## src/rtl/wb_port_arbiter.sv

```systemverilog
// Writeback port arbiter: shares the register-file write port between the
// MEM/WB pipeline and a 2-deep buffer of divider results.
module wb_port_arbiter #(
  parameter int DATA_WIDTH   = 32,
  parameter int RD_WIDTH     = 5,
  parameter int STARVE_LIMIT = 4
) (
  input  logic                  clk,
  input  logic                  rst_n,
  input  logic                  pipe_valid,
  input  logic                  pipe_we,
  input  logic [RD_WIDTH-1:0]   pipe_rd,
  input  logic [DATA_WIDTH-1:0] pipe_data,
  output logic                  pipe_hold,
  input  logic                  div_valid,
  input  logic [RD_WIDTH-1:0]   div_rd,
  input  logic [DATA_WIDTH-1:0] div_data,
  output logic                  div_ready,
  output logic                  rf_we,
  output logic [RD_WIDTH-1:0]   rf_waddr,
  output logic [DATA_WIDTH-1:0] rf_wdata,
  output logic [1:0]            buf_count
);

  localparam int SW =
    (STARVE_LIMIT < 1) ? 1 : $clog2(STARVE_LIMIT + 1);
  localparam logic [SW-1:0] LIM = SW'(STARVE_LIMIT);

  logic [RD_WIDTH-1:0]   r_rd   [2];
  logic [DATA_WIDTH-1:0] r_data [2];
  logic                  r_wptr;
  logic                  r_rptr;
  logic [1:0]            r_count;
  logic [SW-1:0]         r_starve;

  logic w_pipe_req;
  logic w_div_req;
  logic w_urgent;
  logic w_gnt_pipe;
  logic w_gnt_div;
  logic w_push;
  logic w_pop;

  assign w_pipe_req = pipe_valid & pipe_we;
  assign w_div_req  = (r_count != 2'd0);
  assign w_urgent   = (r_starve >= LIM);
  assign w_gnt_pipe = w_pipe_req & ~w_urgent;
  assign w_gnt_div  = ~w_gnt_pipe & w_div_req;

  // Ready comes from the registered count only, so a full buffer
  // never accepts even when the head is popping this cycle.
  assign div_ready = (r_count < 2'd2);
  assign w_push    = div_valid & div_ready;
  assign w_pop     = w_gnt_div;
  assign pipe_hold = w_pipe_req & w_gnt_div;
  assign buf_count = r_count;

  always_comb begin
    rf_waddr = '0;
    rf_wdata = '0;
    unique case (1'b1)
      w_gnt_pipe: begin
        rf_waddr = pipe_rd;
        rf_wdata = pipe_data;
      end
      w_gnt_div: begin
        rf_waddr = r_rd[r_rptr];
        rf_wdata = r_data[r_rptr];
      end
      default: ;
    endcase
  end

  // x0 targets still consume the grant, they just never write.
  assign rf_we = (w_gnt_pipe | w_gnt_div) & (rf_waddr != '0);

  always_ff @(posedge clk) begin
    if (w_push) begin
      r_rd[r_wptr]   <= div_rd;
      r_data[r_wptr] <= div_data;
    end
  end

  always_ff @(posedge clk) begin
    if (!rst_n) begin
      r_wptr   <= 1'b0;
      r_rptr   <= 1'b0;
      r_count  <= 2'd0;
      r_starve <= '0;
    end else begin
      if (w_push) r_wptr <= ~r_wptr;
      if (w_pop)  r_rptr <= ~r_rptr;
      unique case ({w_push, w_pop})
        2'b10:   r_count <= r_count + 2'd1;
        2'b01:   r_count <= r_count - 2'd1;
        default: r_count <= r_count;
      endcase
      if (w_pop || !w_div_req)
        r_starve <= '0;
      else if (w_gnt_pipe && r_starve != LIM)
        r_starve <= r_starve + SW'(1);
    end
  end

endmodule

```

## config.mk

```make
export PLATFORM = sky130hd
export DESIGN_NAME = wb_port_arbiter
export DESIGN_NICKNAME = d
export VERILOG_FILES = /design/src/rtl/wb_port_arbiter.sv
export SDC_FILE = /design/constraint.sdc
export NUM_CORES = 1
export LEC_CHECK = 0
export CAP_MARGIN = 20
export CORE_ASPECT_RATIO = 0.5
export CORE_MARGIN = 2
export CORE_UTILIZATION = 35
export DETAILED_ROUTE_END_ITERATION = 10
export PLACE_DENSITY_LB_ADDON = 0.12
export SLEW_MARGIN = 20
export SYNTH_ARGS = -nofsm -noshare
export SYNTH_HDL_FRONTEND = slang
export SYNTH_SLANG_ARGS = --single-unit
```

## constraint.sdc

```tcl
create_clock -name clk -period 4.3 [get_ports clk]
set_input_delay 0.86 -clock clk [delete_from_list [all_inputs] [get_ports clk]]
set_output_delay 0.86 -clock clk [all_outputs]
set_load 0.03 [all_outputs]
```

==> flow_metrics.tcl <==
set metrics [dict create \
    cellLeakagePower_nw 1.76 \
    max-vdd-ir-drop_v 0.000212 \
    worstPathMaxFanout 39 \
    final_setup_skew_ns 0.00621 \
    maximum_single_stage_delay_on_the_critical_path_ns 0.59 \
    synth_edf_count 74 \
    routed_wirelength_normalized_by_instance_count_um 14.6 \
    cts_setup_buffers 0 \
    postSynth.asyncResetShare_pct 0 \
    synth-seq-cells 82 \
    drive_gt1_share_pct 14.3 \
    cts_hold_buffers 0 \
    setup-violations-final 0 \
    grt_max_degree 40 \
    timing.reg2reg.worst_path_depth 5 \
    grt-busiest-layer "met2" \
    clock_tree.root_cell "sky130_fd_sc_hd__clkbuf_16" \
    fp.coreArea_um2 9420 \
    setup.worst_path.end "pipe_hold" \
    worst_setup_hold_path_clk_slew_ns 0.06 \
    grt.met3_usage_pct 4.56 \
    synth_most_common_cell "sky130_fd_sc_hd__edfxtp_1" \
    finalCriticalPeriod_ns 3.67 \
    detail-route-antenna-nets 0 \
    hold_viol_final 0 \
    rr_endpoint "buf_count[1]" \
    cts_sinks 82 \
    met2_use_gr_pct 24.7 \
    initial_util_pct 35.9 \
    routabilityCongestion 0.722 \
    detailroute.via_count 2318 \
    synth_area_um2 3380 \
    setup.worst_path.end_class "output port" \
    startpoint "pipe_valid" \
    power.total_mw 3.13 \
    hpwlAfterDp_mm 5.05 \
    arrival_ns 2.81 \
    max-clock-path-buffers 2 \
    die_width_um 143 \
    cts_max_level 3 \
    max_cap_viol_count 0 \
    worstSetupStartpointType "primary input" \
    tritoncts.num_buffers 9 \
    fp_rows 25 \
    power.density_nw_per_um2 627 \
    status "finished clean" \
    antenna_cells_inserted 0 \
    layout.nets 446 \
    buffer_ports.inserted 120 \
    crit_chain "clkdlybuf4s50_1 -> nand3b_1 -> o21ai_4 -> inv_2 -> and3_1 -> clkdlybuf4s50_1" \
    via_count_of_the_first_global_routing_pass 2289 \
    synth_common_cells "74 x sky130_fd_sc_hd__edfxtp_1, 37 x sky130_fd_sc_hd__mux2i_1, 37 x sky130_fd_sc_hd__nand2_1" \
    ys_warn_count 0 \
    slowest_stage "sky130_fd_sc_hd__clkdlybuf4s50_1" \
    criticalPathCategory "primary input to output port" \
    rsz0062_at_grt "no" \
    critPathMostFrequentCell "sky130_fd_sc_hd__clkdlybuf4s50_1" \
    hold_path_class "flop to flop" \
    highest_clock_frequency_the_design_can_meet_ghz 0.273 \
    routed_wirelength_mm 7.37 \
    max_slew_margin_pct 34.2 \
    synth_largest_area_cell "sky130_fd_sc_hd__edfxtp_1" \
    cell_types_with_the_largest_area_share_after_synthesis "sky130_fd_sc_hd__edfxtp_1 66%, sky130_fd_sc_hd__mux2i_1 11%, sky130_fd_sc_hd__dfxtp_1 4.7%" \
    tritoncts_clock_tree "done" \
    viasPerCell 4.59 \
    detail_route.first_pass.iterations 4 \
    wire_length_of_the_first_global_routing_pass_mm 11.4 \
    post_synth_num_cell_types 29 \
    drc 0 \
    gr-total-overflow 0 \
    syn-mean-instance-area_um2 13.9 \
    antenna_violations_before_repair 0 \
    dieHeight_um 73.5 \
    cts_resized 0 \
    drt-initial-drc-count 80 \
    hold-worst-slack_ns 0.453 \
    area_delta_synth_final_pct 47.4 \
    synth_top_flop_cell "sky130_fd_sc_hd__edfxtp_1" \
    rrSetupSlack_ns 2.11 \
    timing.critical_path.required_ns 3.44 \
    gr-usage-met1_pct 18.1 \
    finalMaxSlewViolations 0 \
    postSynthNetCount 325 \
    timing.rr.start "buf_count[1]" \
    setup_total_negative_slack_ns 0 \
    min_period_over_period_pct 85.3 \
    overall_routing_resource_usage_pct 14.7 \
    synth-seq-area-share_pct 70.4 \
    dieArea_um2 10500 \
    synth.top_cell.area_share_pct 65.7 \
    post_synthesis_cells 244 \
    clkLatencyLatePin_ns 0.33 \
    timing_worst_slew_pin_value_ns 0.983 \
    num_io_pins 121 \
]
stage by stage:
step,setup slack [ns],cells,util (%),instance area (um^2)
2_1_floorplan,1.34,244,-,3380
3_3_place_gp,0.675,489,49.6,4670
3_5_place_dp,0.596,489,49.6,4670
4_1_cts,0.595,505,53.0,4990
5_1_grt,0.475,505,53.0,4990
6_report,0.630,505,53.0,4990
cell families (layout without fill, tap and decap cells):
| family | Yosys count | in the layout | synth area share, % |
|---|---|---|---|
| and+or+nand+nor | 57 | 57 | 7.69 |
| DFF | 82 | 82 | 70.4 |
| xor gates and xnor gates | 3 | 3 | 0.777 |
| adders and majority gates | 2 | 2 | 0.740 |
| AOI/OAI and AO/OA | 46 | 46 | 6.92 |
| muxes | 37 | 37 | 10.9 |
| buffers and inverters | 17 | 143 | 2.51 |
registers in the layout, summed over array words and instances, names as in the netlist, named ones only:
| register | cells |
|---|---|
| r_rptr | 1 |
| r_wptr | 1 |
| r_rd | 10 |
| r_data | 64 |
| r_starve | 3 |
| buf_count | 2 |
metal layers:
layer,part of all wire (%),wire length (um)
met1,45,3300
met2,48,3570
met3,6.0,442
met4,0.72,53
met5,0,0
placed cells by master (no fill, tap or decap), drive strengths merged, types with 3 or more instances in the layout:
cell,Yosys,final
clkdlybuf4s50,0,90
edfxtp,74,74
o21ai,42,42
mux2i,37,37
nand2,37,37
buf,10,34
clkbuf,4,9
dfxtp,8,8
nor2,4,4
inv,3,4
a21oi,3,3
clkinv,0,3
power by group:
part           switching, mW  internal, mW
combinational          0.714         0.469
clock                  0.293         0.507
sequential            0.0809          1.06
cell type report:
class,count,area (um^2)
Clock buffer,9,225
Clock inverter,7,92.6
Fill cell,804,4430
Inverter,3,11.3
Multi-Input combinational cell,145,936
Sequential cell,82,2380
Tap cell,135,169
Timing Repair Buffer,124,1170
how the worst min path moves through the flow:
stage,from,to,cells after the start
finish,r_starve[0],r_starve[0],1
global route,r_starve[0],r_starve[0],1
detailed placement,r_starve[0],r_starve[0],1
CTS,r_starve[0],r_starve[0],1
global placement,r_starve[0],r_starve[0],1
floorplan,r_starve[0],r_starve[0],1
worst max-delay path, delay by kind of cell:
family | cells | cell delay (ns)
buf+inv | 3 | 1.16
simple gates | 2 | 0.38
compound gates | 1 | 0.41
Note: power is estimated with default switching activity, not from simulation.
